[src/rtl/core_run_ctrl.sv]
// Run sequencer for the 9-bit-ISA core: selects one of NPROG programs, loads its start PC,
// enables the core until HALT (plus drain), then reports done, cycle count and error status.
module core_run_ctrl #(
    parameter int                  D          = 12,
    parameter int                  NPROG      = 3,
    parameter int                  PSW        = 2,
    parameter logic [NPROG*D-1:0]  START_ADDR = {12'd200, 12'd80, 12'd0},
    parameter int                  CW         = 16,
    parameter int                  TIMEOUT    = 4095,
    parameter int                  DRAIN_CYC  = 1
) (
    input  logic          clk,
    input  logic          reset,
    input  logic          req,
    input  logic [PSW-1:0] prog_sel,
    input  logic          halt,
    output logic          core_en,
    output logic          core_clr,
    output logic          pc_load,
    output logic [D-1:0]  pc_load_val,
    output logic          busy,
    output logic          done,
    output logic          err,
    output logic [CW-1:0] cycle_cnt
);

    typedef enum logic [2:0] {
        IDLE,
        LOAD,
        RUN,
        DRAIN,
        FIN
    } state_t;

    localparam logic [PSW:0]  NPROG_C    = (PSW+1)'(NPROG);
    localparam logic [CW-1:0] TIMEOUT_C  = CW'(TIMEOUT);
    localparam logic [1:0]    DRAIN_LAST = 2'((DRAIN_CYC > 0) ? DRAIN_CYC - 1 : 0);

    state_t         state;
    logic [PSW-1:0] idx;
    logic [1:0]     drain_cnt;
    logic [CW-1:0]  cnt_inc;
    logic           sel_ok;

    assign sel_ok  = ({1'b0, prog_sel} < NPROG_C);
    // Saturating increment; only reachable when TIMEOUT exceeds the counter range.
    assign cnt_inc = (cycle_cnt == '1) ? cycle_cnt : cycle_cnt + 1'b1;

    always_comb begin
        pc_load_val = '0;
        if (state == LOAD)
            pc_load_val = START_ADDR[32'(idx) * D +: D];
    end

    always_ff @(posedge clk or negedge reset) begin
        if (!reset) begin
            state     <= IDLE;
            idx       <= '0;
            drain_cnt <= '0;
            core_en   <= 1'b0;
            core_clr  <= 1'b0;
            pc_load   <= 1'b0;
            busy      <= 1'b0;
            done      <= 1'b0;
            err       <= 1'b0;
            cycle_cnt <= '0;
        end else begin
            core_clr <= 1'b0;
            pc_load  <= 1'b0;
            case (state)
                IDLE: begin
                    if (req) begin
                        cycle_cnt <= '0;
                        if (sel_ok) begin
                            state    <= LOAD;
                            idx      <= prog_sel;
                            err      <= 1'b0;
                            core_clr <= 1'b1;
                            pc_load  <= 1'b1;
                            busy     <= 1'b1;
                        end else begin
                            state <= FIN;
                            err   <= 1'b1;
                            done  <= 1'b1;
                        end
                    end
                end
                LOAD: begin
                    state   <= RUN;
                    core_en <= 1'b1;
                end
                RUN: begin
                    cycle_cnt <= cnt_inc;
                    // halt has priority over a timeout landing in the same cycle
                    if (halt) begin
                        if (DRAIN_CYC == 0) begin
                            state   <= FIN;
                            core_en <= 1'b0;
                            busy    <= 1'b0;
                            done    <= 1'b1;
                        end else begin
                            state     <= DRAIN;
                            drain_cnt <= '0;
                        end
                    end else if (cnt_inc >= TIMEOUT_C) begin
                        state   <= FIN;
                        core_en <= 1'b0;
                        busy    <= 1'b0;
                        done    <= 1'b1;
                        err     <= 1'b1;
                    end
                end
                DRAIN: begin
                    cycle_cnt <= cnt_inc;
                    if (drain_cnt == DRAIN_LAST) begin
                        state   <= FIN;
                        core_en <= 1'b0;
                        busy    <= 1'b0;
                        done    <= 1'b1;
                    end else begin
                        drain_cnt <= drain_cnt + 1'b1;
                    end
                end
                FIN: begin
                    if (!req) begin
                        state <= IDLE;
                        done  <= 1'b0;
                    end
                end
                default: begin
                    state   <= IDLE;
                    core_en <= 1'b0;
                    busy    <= 1'b0;
                    done    <= 1'b0;
                end
            endcase
        end
    end

endmodule
[config.mk]
export PLATFORM = sky130hd
export DESIGN_NAME = core_run_ctrl
export DESIGN_NICKNAME = d
export VERILOG_FILES = /design/src/rtl/core_run_ctrl.sv
export SDC_FILE = /design/constraint.sdc
export NUM_CORES = 1
export LEC_CHECK = 0
export BUFFER_PORTS_ARGS = -buffer_cell sky130_fd_sc_hd__buf_4
export CORE_MARGIN = 2
export CORE_UTILIZATION = 59
export DETAILED_ROUTE_END_ITERATION = 16
export PLACE_DENSITY = 0.85
export SYNTH_ARGS = -nofsm -noshare
export SYNTH_HDL_FRONTEND = slang
export SYNTH_SLANG_ARGS = --single-unit
[constraint.sdc]
create_clock -name clk -period 6.5 [get_ports clk]
set_clock_uncertainty 0.2 [all_clocks]
set_input_delay 1.3 -clock clk [delete_from_list [all_inputs] [get_ports clk]]
set_output_delay 1.3 -clock clk [all_outputs]
set_load 0.05 [all_outputs]
==> metrics.cfg, run 1 <==
[yosys]
avgSynthCellArea_um2=8.63
synth_most_common_cell=dfrtp_1
yosys_warnings=0
synthSimpleGateAreaFrac_pct=22.4
synth_compound_area_share_pct=28.4
yosys.area_share.adder_pct=2.58
synth_top_family_by_area=compound AO/OA/AOI/OAI gates
syn_inst=225
yosysTopAreaCell=dfrtp_1
synth-edff-count=0
synthMuxAreaShare_pct=0.515
netlist-cell-type-count=52
synthFlopType=dfrtp_1
ys_seq_area_share_pct=36.1
ys_top_cells_by_count=28 x dfrtp_1, 23 x nand2_1, 19 x nor2_1
async_flop_share_pct=100
synth_top_area_share_pct=36.1
synth_xor_area_share_pct=0.451
ys_ff_latch=28
yosys-top-cells-area=dfrtp_1 36%, nand2_1 4.4%, buf_4 4.3%, a21oi_1 4.1%, o21ai_0 4.1%
syn_area_mm2=0.00194

[clock_tree]
cts_sinks=28
cts-buffers-inserted=3
htreeDepth=1
hold_buffers=0
post-cts-setup-buffer-count=0
cts_resized=0
root_buffer=clkbuf_4
clk_latency_ns=0.33
clkTransAtPathRegs_ns=0.16
cts_tree=yes
clockBufferDepth=2

[setup_path]
critical_path_required_ns=5.00
rrSetupSlack_ns=3.84
slowest_delay_ns=0.54
crit_chain=nor2_1 > nand2_1 > nor2_1 > buf_4
arrival_ns=1.65
criticalPathCategory=flip-flop to primary output
crit_path_top_delay_cell=dfrtp_1
r2r_end=state[1]
cp-start-kind=flip-flop
cp_top_family=simple AND/OR/NAND/NOR gates
cp_common_cell=nor2_1
r2r.worst_path.cells=7
path_buf_inv=1
cp-end-kind=primary output
r2r_start=cycle_cnt[0]
critical_path.max_fanout=12

[worst_hold_path]
hold_depth=1
hold_class=flip-flop to flip-flop
hold_end=drain_cnt[1]
min-delay-start=drain_cnt[1]

[sta]
worstMarginPinSlew_ns=0.661
setup_viol=0
period_needed_ns=3.15
clock.fmax_mhz=317
hold_viol=0
finalSetupTns_ns=0
period_share_pct=48.5
max_slew_margin_pct=55.6
rsz0062_at_grt=no
drv_slew=0

[floorplan]
core-area_mm2=0.00310
initial_core_util_pct=62.6
die_h_um=61.4
die_area_mm2=0.00377
ios=40
floorplan.die.width_um=61.4
core.rowCount=20

[detailed_routing]
dr.pass1.iters=4
wl_met2_um=1960
post_drt_via_cell_ratio=6.21
met3_length_um=294
initialDrtViolationCount=153
ant_nets=0
wirelength_um=4360
drc=0
num_vias=1789
met1_length_um=2080
top_layer_used=met4
wl_per_cell_um=15.1

[global_route]
grt_first_pass_wirelength_um=7310
grt_start_max_net_pins=29
grt_pass1_vias=1483
antenna_found_initial=0
grt_usage_pct=25.4
grt_overflow_total=0

[layout]
nNetsFinal=255
area_delta_synth_final_pct=11.5
drive_gt1_share_pct=18.0
n_antenna_cell=0
n_fill_cell=287

[power_and_ir_drop]
ir_drop_mv=0.230
powerDensity_mw_per_mm2=363
totalPowerFinal_uw=785
leakagePower_nw=0.949

[placement]
gp_congestion=0.910
dp_hpwl_um=3080
portBuffers=31

[job]
cap_violations=0

[outcome]
status=finished clean

## area by class of cell
type / instances / area [um2] / share of cell area [%]
clock inverter: 1 / 30.0 / 1.39
tap: 44 / 55.1 / 2.54
multi-input combinational: 172 / 1090 / 50.2
clock buffer: 3 / 22.5 / 1.04
timing repair buffer: 32 / 240 / 11.1
sequential: 28 / 701 / 32.4
inverter: 8 / 30.0 / 1.39
## cells by family after synthesis
| kind of cell | after synthesis |
|---|---|
| xor gates and xnor gates | 1 |
| muxes | 1 |
| other | 1 |
| adders and majority gates | 4 |
| DFF | 28 |
| and+or+nand+nor | 83 |
| buffers and inverters | 32 |
| AOI/OAI and AO/OA | 75 |
## flip-flops by register name, summed over array words and instances (netlist names)
signal,flops
done,1
pc_load,1
cycle_cnt,16
idx,2
core_en,1
err,1
drain_cnt,2
busy,1
state,3
## layer usage
layer	vias to the layer above	global-route usage (%)
met4	0	3.65
met1	849	41.7
met5	-	0
li1	869	-
met3	2	3.78
met2	69	35.9
## through the flow
stage          util, %  hold slack, ns  std cells  worst slack [ns]  instance area [um2]
2_1_floorplan        -           0.287        232              3.40                 1970
3_5_place_dp      68.1           0.331        284              3.57                 2110
6_report          69.8           0.372        288              3.35                 2160
5_1_grt           69.8           0.387        288              3.24                 2160
4_1_cts           69.8           0.372        288              3.36                 2160
3_3_place_gp      68.1           0.306        284              3.64                 2110
## worst max path at each step
stage	from	end	slack, ns	cells after the start
floorplan	state[0]	pc_load_val[7]	3.40	4
global placement	req	cycle_cnt[1]	3.64	6
detailed placement	req	cycle_cnt[1]	3.57	6
CTS	state[2]	pc_load_val[6]	3.36	4
global route	state[2]	pc_load_val[6]	3.24	4
finish	state[2]	pc_load_val[6]	3.35	4
## report_power, final
group	leakage [nW]	internal (mW)	total (mW)	switching [mW]
registers	0.368	0.210	0.270	0.0599
clock network	0.0279	0.0623	0.116	0.0540
logic	0.553	0.131	0.399	0.269
total	0.949	0.403	0.785	0.383
## cells in the final DEF, fill, tap and decap left out, drive strengths merged, types with 5 or more instances in the layout
master and count:
nand3 7, a21oi 16, o31ai 8, nor3 6, dfrtp 28, conb 8
inv 8, nand4 8, buf 32, nand2 23, a22o 5, a31oi 5
nor2 19, and3 5, o21ai 17
Power figures use the tool's default switching activity.
==> inputs of run 2 (changes only) <==
--- a/config.mk
+++ b/config.mk
@@ -5,11 +5,12 @@
 export SDC_FILE = /design/constraint.sdc
 export NUM_CORES = 1
 export LEC_CHECK = 0
+export ABC_AREA = 1
 export BUFFER_PORTS_ARGS = -buffer_cell sky130_fd_sc_hd__buf_4
 export CORE_MARGIN = 2
-export CORE_UTILIZATION = 59
+export CORE_UTILIZATION = 55
 export DETAILED_ROUTE_END_ITERATION = 16
-export PLACE_DENSITY = 0.85
+export PLACE_DENSITY = 0.8
 export SYNTH_ARGS = -nofsm -noshare
 export SYNTH_HDL_FRONTEND = slang
 export SYNTH_SLANG_ARGS = --single-unit
==> constraint.sdc (replaced) <==
create_clock -name clk -period 3.2 [get_ports clk]
set_clock_uncertainty 0.2 [all_clocks]
set_input_delay 0.64 -clock clk [delete_from_list [all_inputs] [get_ports clk]]
set_output_delay 0.64 -clock clk [all_outputs]
set_load 0.05 [all_outputs]
==> metrics.cfg, run 2 <==
[power_and_ir_drop]
seqPwrFrac_pct=34.4  ; was 34.3%
p_comb_share_pct=55.6  ; was 50.9%
ir_drop_mv=0.515  ; was 0.230 mV
power.internal_uw=735  ; was 403 uW
p_sw_uw=770  ; was 383 uW
powerDensity_mw_per_mm2=671  ; was 363 mW/mm2
clock_power_share_pct=10.0  ; was 14.8%
leakagePower_nw=1.15  ; was 0.949 nW
sw_frac_of_total_pct=51.2  ; was 48.7%

[sta]
clock.fmax_mhz=394
hold_viol=0  ; unchanged
period_needed_ns=2.54
finalSetupTns_ns=0  ; unchanged
period_share_pct=79.4
drv_slew=0  ; unchanged
rsz0062_at_grt=no  ; unchanged
setup_viol=0  ; unchanged

[detailed_routing]
top_layer_used=met4  ; unchanged
drc=0  ; unchanged
met3_length_um=249  ; was 294 um
wl_met2_um=2140  ; was 1960 um
ant_nets=0  ; unchanged
initialDrtViolationCount=135  ; was 153
num_vias=1845  ; was 1789
post_drt_via_cell_ratio=5.17  ; was 6.21
wirelength_um=4340  ; was 4360 um
wl_per_cell_um=12.2  ; was 15.1 um
met1_length_um=1890  ; was 2080 um
dr.pass1.iters=4  ; unchanged

[layout]
area_delta_synth_final_pct=14.5  ; was 11.5%
mostFrequentLayoutCell=nand2_1  ; was buf_4
final_cells=357  ; was 288
largestRegisters=cycle_cnt: 16 flops, state: 3 flops  ; unchanged
final_area_mm2=0.00224  ; was 0.00216 mm2
final-seq-area_um2=701  ; unchanged
multiInputGateArea_mm2=0.00103  ; was 0.00109 mm2
n_antenna_cell=0  ; unchanged
nNetsFinal=323  ; was 255
largest_reg_flops=16  ; unchanged
layout_common_cells=69 x nand2_1, 42 x inv_1, 34 x buf_4  ; was 32 x buf_4, 28 x dfrtp_1, 23 x nand2_1
largest-register=cycle_cnt  ; unchanged
drive_gt1_share_pct=18.3  ; was 18.0%
n_fill_cell=319  ; was 287

[clock_tree]
root_buffer=clkbuf_4  ; unchanged
clk_latency_ns=0.33  ; about the same
clkTransAtPathRegs_ns=0.14  ; was 0.16 ns
cts_resized=0  ; unchanged
hold_buffers=1  ; was 0
cts_sinks=28  ; unchanged
cts-buffers-inserted=3  ; unchanged
clockBufferDepth=2  ; unchanged
cts_tree=yes  ; unchanged
htreeDepth=1  ; unchanged
post-cts-setup-buffer-count=0  ; unchanged

[placement]
portBuffers=31  ; unchanged
gp_congestion=0.927  ; was 0.910
dp_hpwl_um=3330  ; was 3080 um
placed_area_mm2=0.00221  ; was 0.00211 mm2
dpl.cell_count=353  ; was 284

[setup_path]
critical_path.max_fanout=6  ; was 12
criticalPathCategory=flip-flop to primary output  ; unchanged
cp-end-kind=primary output  ; unchanged
r2r.worst_path.cells=12  ; was 7
rrSetupSlack_ns=0.84  ; was 3.84 ns
critical_path_required_ns=2.36  ; was 5.00 ns
arrival_ns=1.70  ; was 1.65 ns
cp-start-kind=flip-flop  ; unchanged

[global_route]
grt_start_max_net_pins=29  ; unchanged
grt_pass1_vias=1824  ; was 1483
grt_first_pass_wirelength_um=7800  ; was 7310 um
antenna_found_initial=0  ; unchanged
grt_overflow_total=0  ; unchanged
grt_usage_pct=23.8  ; was 25.4%

[yosys]
syn_area_mm2=0.00196  ; was 0.00194 mm2
yosys_warnings=0  ; unchanged
synth_most_common_cell=nand2_1  ; was dfrtp_1
syn_inst=279  ; was 225
netlist-cell-type-count=29  ; was 52
synth-edff-count=0  ; unchanged
synthFlopType=dfrtp_1  ; unchanged
synth_top_area_share_pct=35.8  ; was 36.1%
ys_top_cells_by_count=69 x nand2_1, 42 x inv_1, 31 x nor2_1  ; was 28 x dfrtp_1, 23 x nand2_1, 19 x nor2_1
yosysTopAreaCell=dfrtp_1  ; unchanged
ys_ff_latch=28  ; unchanged
async_flop_share_pct=100  ; unchanged
yosys-top-cells-area=dfrtp_1 36%, nand2_1 13%, inv_1 8.1%, o21ai_0 6.6%, nor2_1 5.9%  ; was dfrtp_1 36%, nand2_1 4.4%, buf_4 4.3%, a21oi_1 4.1%, o21ai_0 4.1%
avgSynthCellArea_um2=7.02  ; was 8.63 um2
ys_seq_area_share_pct=35.8  ; was 36.1%

[floorplan]
core-area_mm2=0.00339  ; was 0.00310 mm2
initial_core_util_pct=57.8  ; was 62.6%
die_area_mm2=0.00405  ; was 0.00377 mm2
floorplan.die.width_um=63.7  ; was 61.4 um
ios=40  ; unchanged
die_h_um=63.7  ; was 61.4 um
core.rowCount=21  ; was 20

[worst_hold_path]
hold_class=flip-flop to flip-flop  ; unchanged
hold_depth=1  ; unchanged

[outcome]
status=finished clean  ; unchanged

[job]
cap_violations=0  ; unchanged

==> run 2: cell count changes in the layout (fill, tap and decap cells not counted), sizes merged, moves of 8 or more <==
cell   change
o21ai     +17
nand3      +9
a21oi     -12
o31ai      -8
nand2     +51
inv       +35
nor2      +19
==> run 2: kinds of logic (layout without fill, tap and decap cells) <==
logic type	after synthesis	after routing	synth area share, %
AO/OA/AOI/OAI	42	42	11.2
XOR/XNOR	5	5	2.24
adder cells (fa/ha/maj)	4	4	2.56
buffers and inverters	56	81	12.7
flip-flops	28	28	35.8
other	1	8	0.192
AND/OR/NAND/NOR	143	143	35.3
==> run 2: metrics by stage <==
step	utilization [%]	worst slack [ns]	hold slack [ns]	power [mW]
floorplan	-	0.504	0.144	1.15
global placement	65.2	0.907	0.257	1.35
detailed placement	65.2	0.857	0.262	1.36
CTS	66.1	0.640	0.282	1.51
global route	66.1	0.471	0.303	1.64
finish	66.1	0.659	0.277	1.50
==> run 2: path summary, 6_finish.rpt <==
path / startpoint / to
worst max register to register: cycle_cnt[0] / core_en
worst max-delay path: state[2] / pc_load_val[3]
worst min register to register: drain_cnt[0] / drain_cnt[0]
min in group asynchronous: reset / cycle_cnt[7]
worst min-delay path: drain_cnt[0] / drain_cnt[0]
max in group asynchronous: reset / pc_load
==> run 2: final cells by class <==
type,count,area share [%]
flip-flops and latches,28,31.3
well taps,46,2.57
multi-input cells,202,46.1
inverters,43,7.20
clock buffers,3,1.00
repair buffers,35,11.8
==> run 2: power groups by stage <==
stage / Clock (mW) / Combinational [mW] / Sequential [mW]
5_1_grt: 0.166 / 0.943 / 0.534
2_1_floorplan: 0 / 0.483 / 0.663
3_3_place_gp: 0 / 0.830 / 0.521
6_report: 0.150 / 0.837 / 0.518
4_1_cts: 0.155 / 0.843 / 0.517
3_5_place_dp: 0 / 0.841 / 0.523
==> run 2: worst max-delay path: stages (launching register included) <==
cell	delay (ns)
dfrtp_1	0.47
nor3_1	0.36
inv_1	0.18
nor2_1	0.15
buf_4	0.22
==> run 2: layer usage <==
metal	up-vias	track usage, %
met5	-	0
met3	8	4.11
met1	833	30.0
li1	934	-
met4	0	5.16
met2	70	42.5
==> inputs of run 3 (changes only) <==
--- a/config.mk
+++ b/config.mk
@@ -5,12 +5,12 @@
 export SDC_FILE = /design/constraint.sdc
 export NUM_CORES = 1
 export LEC_CHECK = 0
-export ABC_AREA = 1
+export ABC_AREA = 0
 export BUFFER_PORTS_ARGS = -buffer_cell sky130_fd_sc_hd__buf_4
 export CORE_MARGIN = 2
-export CORE_UTILIZATION = 55
+export CORE_UTILIZATION = 49
 export DETAILED_ROUTE_END_ITERATION = 16
-export PLACE_DENSITY = 0.8
+export PLACE_DENSITY = 0.75
 export SYNTH_ARGS = -nofsm -noshare
 export SYNTH_HDL_FRONTEND = slang
 export SYNTH_SLANG_ARGS = --single-unit
==> constraint.sdc (replaced) <==
create_clock -name clk -period 2.08 [get_ports clk]
set_clock_uncertainty 0.2 [all_clocks]
set_input_delay 0.416 -clock clk [delete_from_list [all_inputs] [get_ports clk]]
set_output_delay 0.416 -clock clk [all_outputs]
set_load 0.05 [all_outputs]
==> metrics.cfg, run 3 (synthesis results as in run 1) <==
[layout]
final_area_mm2=0.00273  ; was 0.00224 mm2
largest_reg_flops=16  ; unchanged
final-seq-area_um2=722  ; was 701 um2
layout_common_cells=81 x buf_4, 22 x nand2_1, 17 x dfrtp_2  ; was 69 x nand2_1, 42 x inv_1, 34 x buf_4
mostFrequentLayoutCell=buf_4  ; was nand2_1
largest-register=cycle_cnt  ; unchanged
largestRegisters=cycle_cnt: 16 flops, state: 3 flops  ; unchanged
drive_gt1_share_pct=44.1  ; was 18.3%
multiInputGateArea_mm2=0.00119  ; was 0.00103 mm2
area_delta_synth_final_pct=40.5  ; was 14.5%
n_antenna_cell=0  ; unchanged
nNetsFinal=308  ; was 323
n_fill_cell=295  ; was 319

[detailed_routing]
drc=0  ; unchanged
num_vias=2098  ; was 1845
dr.pass1.iters=5  ; was 4
ant_nets=0  ; unchanged
wl_per_cell_um=16.8  ; was 12.2 um
wirelength_um=5790  ; was 4340 um
post_drt_via_cell_ratio=6.08  ; was 5.17
initialDrtViolationCount=200  ; was 135

[outcome]
status=finished with violations  ; was finished clean
violations=setup timing

[sta]
worst_slack_ns=-0.254  ; was 0.659 ns
setup_viol=8  ; was 0
clock.fmax_mhz=428
finalSetupTns_ns=-1.58  ; was 0 ns
max_slew_margin_pct=65.3
hold_viol=0  ; unchanged
rsz0062_at_grt=yes  ; was no
drv_slew=0  ; unchanged
period_needed_ns=2.33
worstMarginPinSlew_ns=0.519
period_share_pct=112

[power_and_ir_drop]
p_comb_share_pct=55.7  ; was 55.6%
seqPwrFrac_pct=29.1  ; was 34.4%
power.internal_mw=1.52  ; was 735 uW
clock_power_share_pct=15.2  ; was 10.0%
p_sw_mw=1.30  ; was 770 uW
powerDensity_mw_per_mm2=1030  ; was 671 mW/mm2
sw_frac_of_total_pct=46.1  ; was 51.2%
ir_drop_mv=0.697  ; was 0.515 mV
leakagePower_nw=1.21  ; was 1.15 nW

[placement]
dp_hpwl_um=4100  ; was 3330 um
placed_area_mm2=0.00255  ; was 0.00221 mm2
portBuffers=31  ; unchanged
gp_congestion=0.896  ; was 0.927

[floorplan]
ios=40  ; unchanged
core-area_mm2=0.00374  ; was 0.00339 mm2
floorplan.die.width_um=67.0  ; was 63.7 um
die_h_um=67.0  ; was 63.7 um
die_area_mm2=0.00448  ; was 0.00405 mm2
initial_core_util_pct=51.9  ; was 57.8%
core.rowCount=22  ; was 21

[clock_tree]
clockBufferDepth=2  ; unchanged
cts_tree=yes  ; unchanged
cts_sinks=28  ; unchanged
root_buffer=clkbuf_8  ; was clkbuf_4
clkTransAtPathRegs_ns=0.10  ; was 0.14 ns
clk_latency_ns=0.28  ; was 0.33 ns
htreeDepth=1  ; unchanged
cts-buffers-inserted=3  ; unchanged

[global_route]
grt_overflow_total=0  ; unchanged
grt_first_pass_wirelength_um=9210  ; was 7800 um
grt_usage_pct=27.4  ; was 23.8%
grt_pass1_vias=1910  ; was 1824
antenna_found_initial=0  ; unchanged
grt_start_max_net_pins=29  ; unchanged

[setup_path]
criticalPathCategory=flip-flop to flip-flop  ; was flip-flop to primary output
critical_path.max_fanout=6  ; unchanged
critical_path_required_ns=2.03  ; was 2.36 ns
arrival_ns=2.28  ; was 1.70 ns
cp-start-kind=flip-flop  ; unchanged
cp-end-kind=flip-flop  ; was primary output

[job]
cap_violations=0  ; unchanged

[worst_hold_path]
hold_class=input port to flip-flop  ; was flip-flop to flip-flop

[run 3: changes by cell type in the layout (fill, tap and decap cells not counted), sizes merged, moves of 5 or more]
| cell | previous run | this run |
|---|---|---|
| a21oi | 4 | 16 |
| a31oi | 0 | 5 |
| o31ai | 0 | 8 |
| nor2 | 38 | 19 |
| buf | 34 | 84 |
| and3 | 0 | 5 |
| a22o | 0 | 5 |
| inv | 43 | 8 |
| nand3 | 16 | 7 |
| nand2 | 74 | 23 |
| o21ai | 34 | 17 |
[run 3: critical path, cell delays in order, from the launching register on]
cell and delay (ns):
dfrtp_2 0.43, buf_6 0.12, nand4_1 0.24, buf_4 0.24, o41ai_2 0.33, o32ai_2 0.14
o31ai_4 0.39, a2111oi_2 0.12
[run 3: power by group through the flow]
stage	Combinational (mW)	Sequential [mW]	Clock, mW
CTS	1.53	0.808	0.437
floorplan	0.815	1.00	0
global placement	1.48	0.804	0
finish	1.57	0.819	0.428
detailed placement	1.52	0.814	0
global route	1.70	0.834	0.463
[run 3: what timing repair did]
item | CTS | global route
endpoints found under the setup margin | 10 | 13
hold buffers | 1 | 0
cloned | 0 | 0
pin swaps | 4 | 2
setup buffers | 4 | 3
gates resized for setup | 8 | 9
hold endpoints to repair | 28 | 0
[run 3: area by class of cell]
cell class                      count  area share [%]
Clock inverter                      1            1.10
Timing Repair Buffer               85            23.9
Multi-Input combinational cell    172            43.7
Tap cell                           48            2.20
Sequential cell                    28            26.5
Clock buffer                        3            1.51
Inverter                            8            1.10
[run 3: routing by layer]
metal,GRT usage [%],up-vias,part of all wire [%]
met5,0,-,0
met4,7.65,0,1.9
met3,4.22,13,7.0
met2,45.5,93,49
met1,37.0,1016,42
li1,-,976,-
[run 3: worst paths after layout]
check                             start            to  slack, ns  depth (start not counted)
max in group asynchronous         reset  cycle_cnt[2]       1.02                          2
hold / removal              prog_sel[0]        idx[0]       0.18                          3
min in group asynchronous         reset  cycle_cnt[0]       0.38                          2
setup / recovery           cycle_cnt[1]      state[1]      -0.25                          7
setup reg to reg           cycle_cnt[1]      state[1]      -0.25                          7
hold reg to reg            drain_cnt[1]  drain_cnt[1]       0.34                          1
[run 3: per-stage QoR]
step | hold slack, ns | utilization [%] | setup slack, ns | total power, mW | std cells
2_1_floorplan | -0.0796 | - | -0.311 | 1.82 | 232
3_3_place_gp | 0.155 | 68.2 | -0.258 | 2.28 | 335
3_5_place_dp | 0.158 | 68.2 | -0.298 | 2.33 | 335
4_1_cts | 0.171 | 71.7 | -0.215 | 2.77 | 343
5_1_grt | 0.169 | 72.9 | -0.340 | 3.00 | 345
6_report | 0.176 | 72.9 | -0.254 | 2.82 | 345
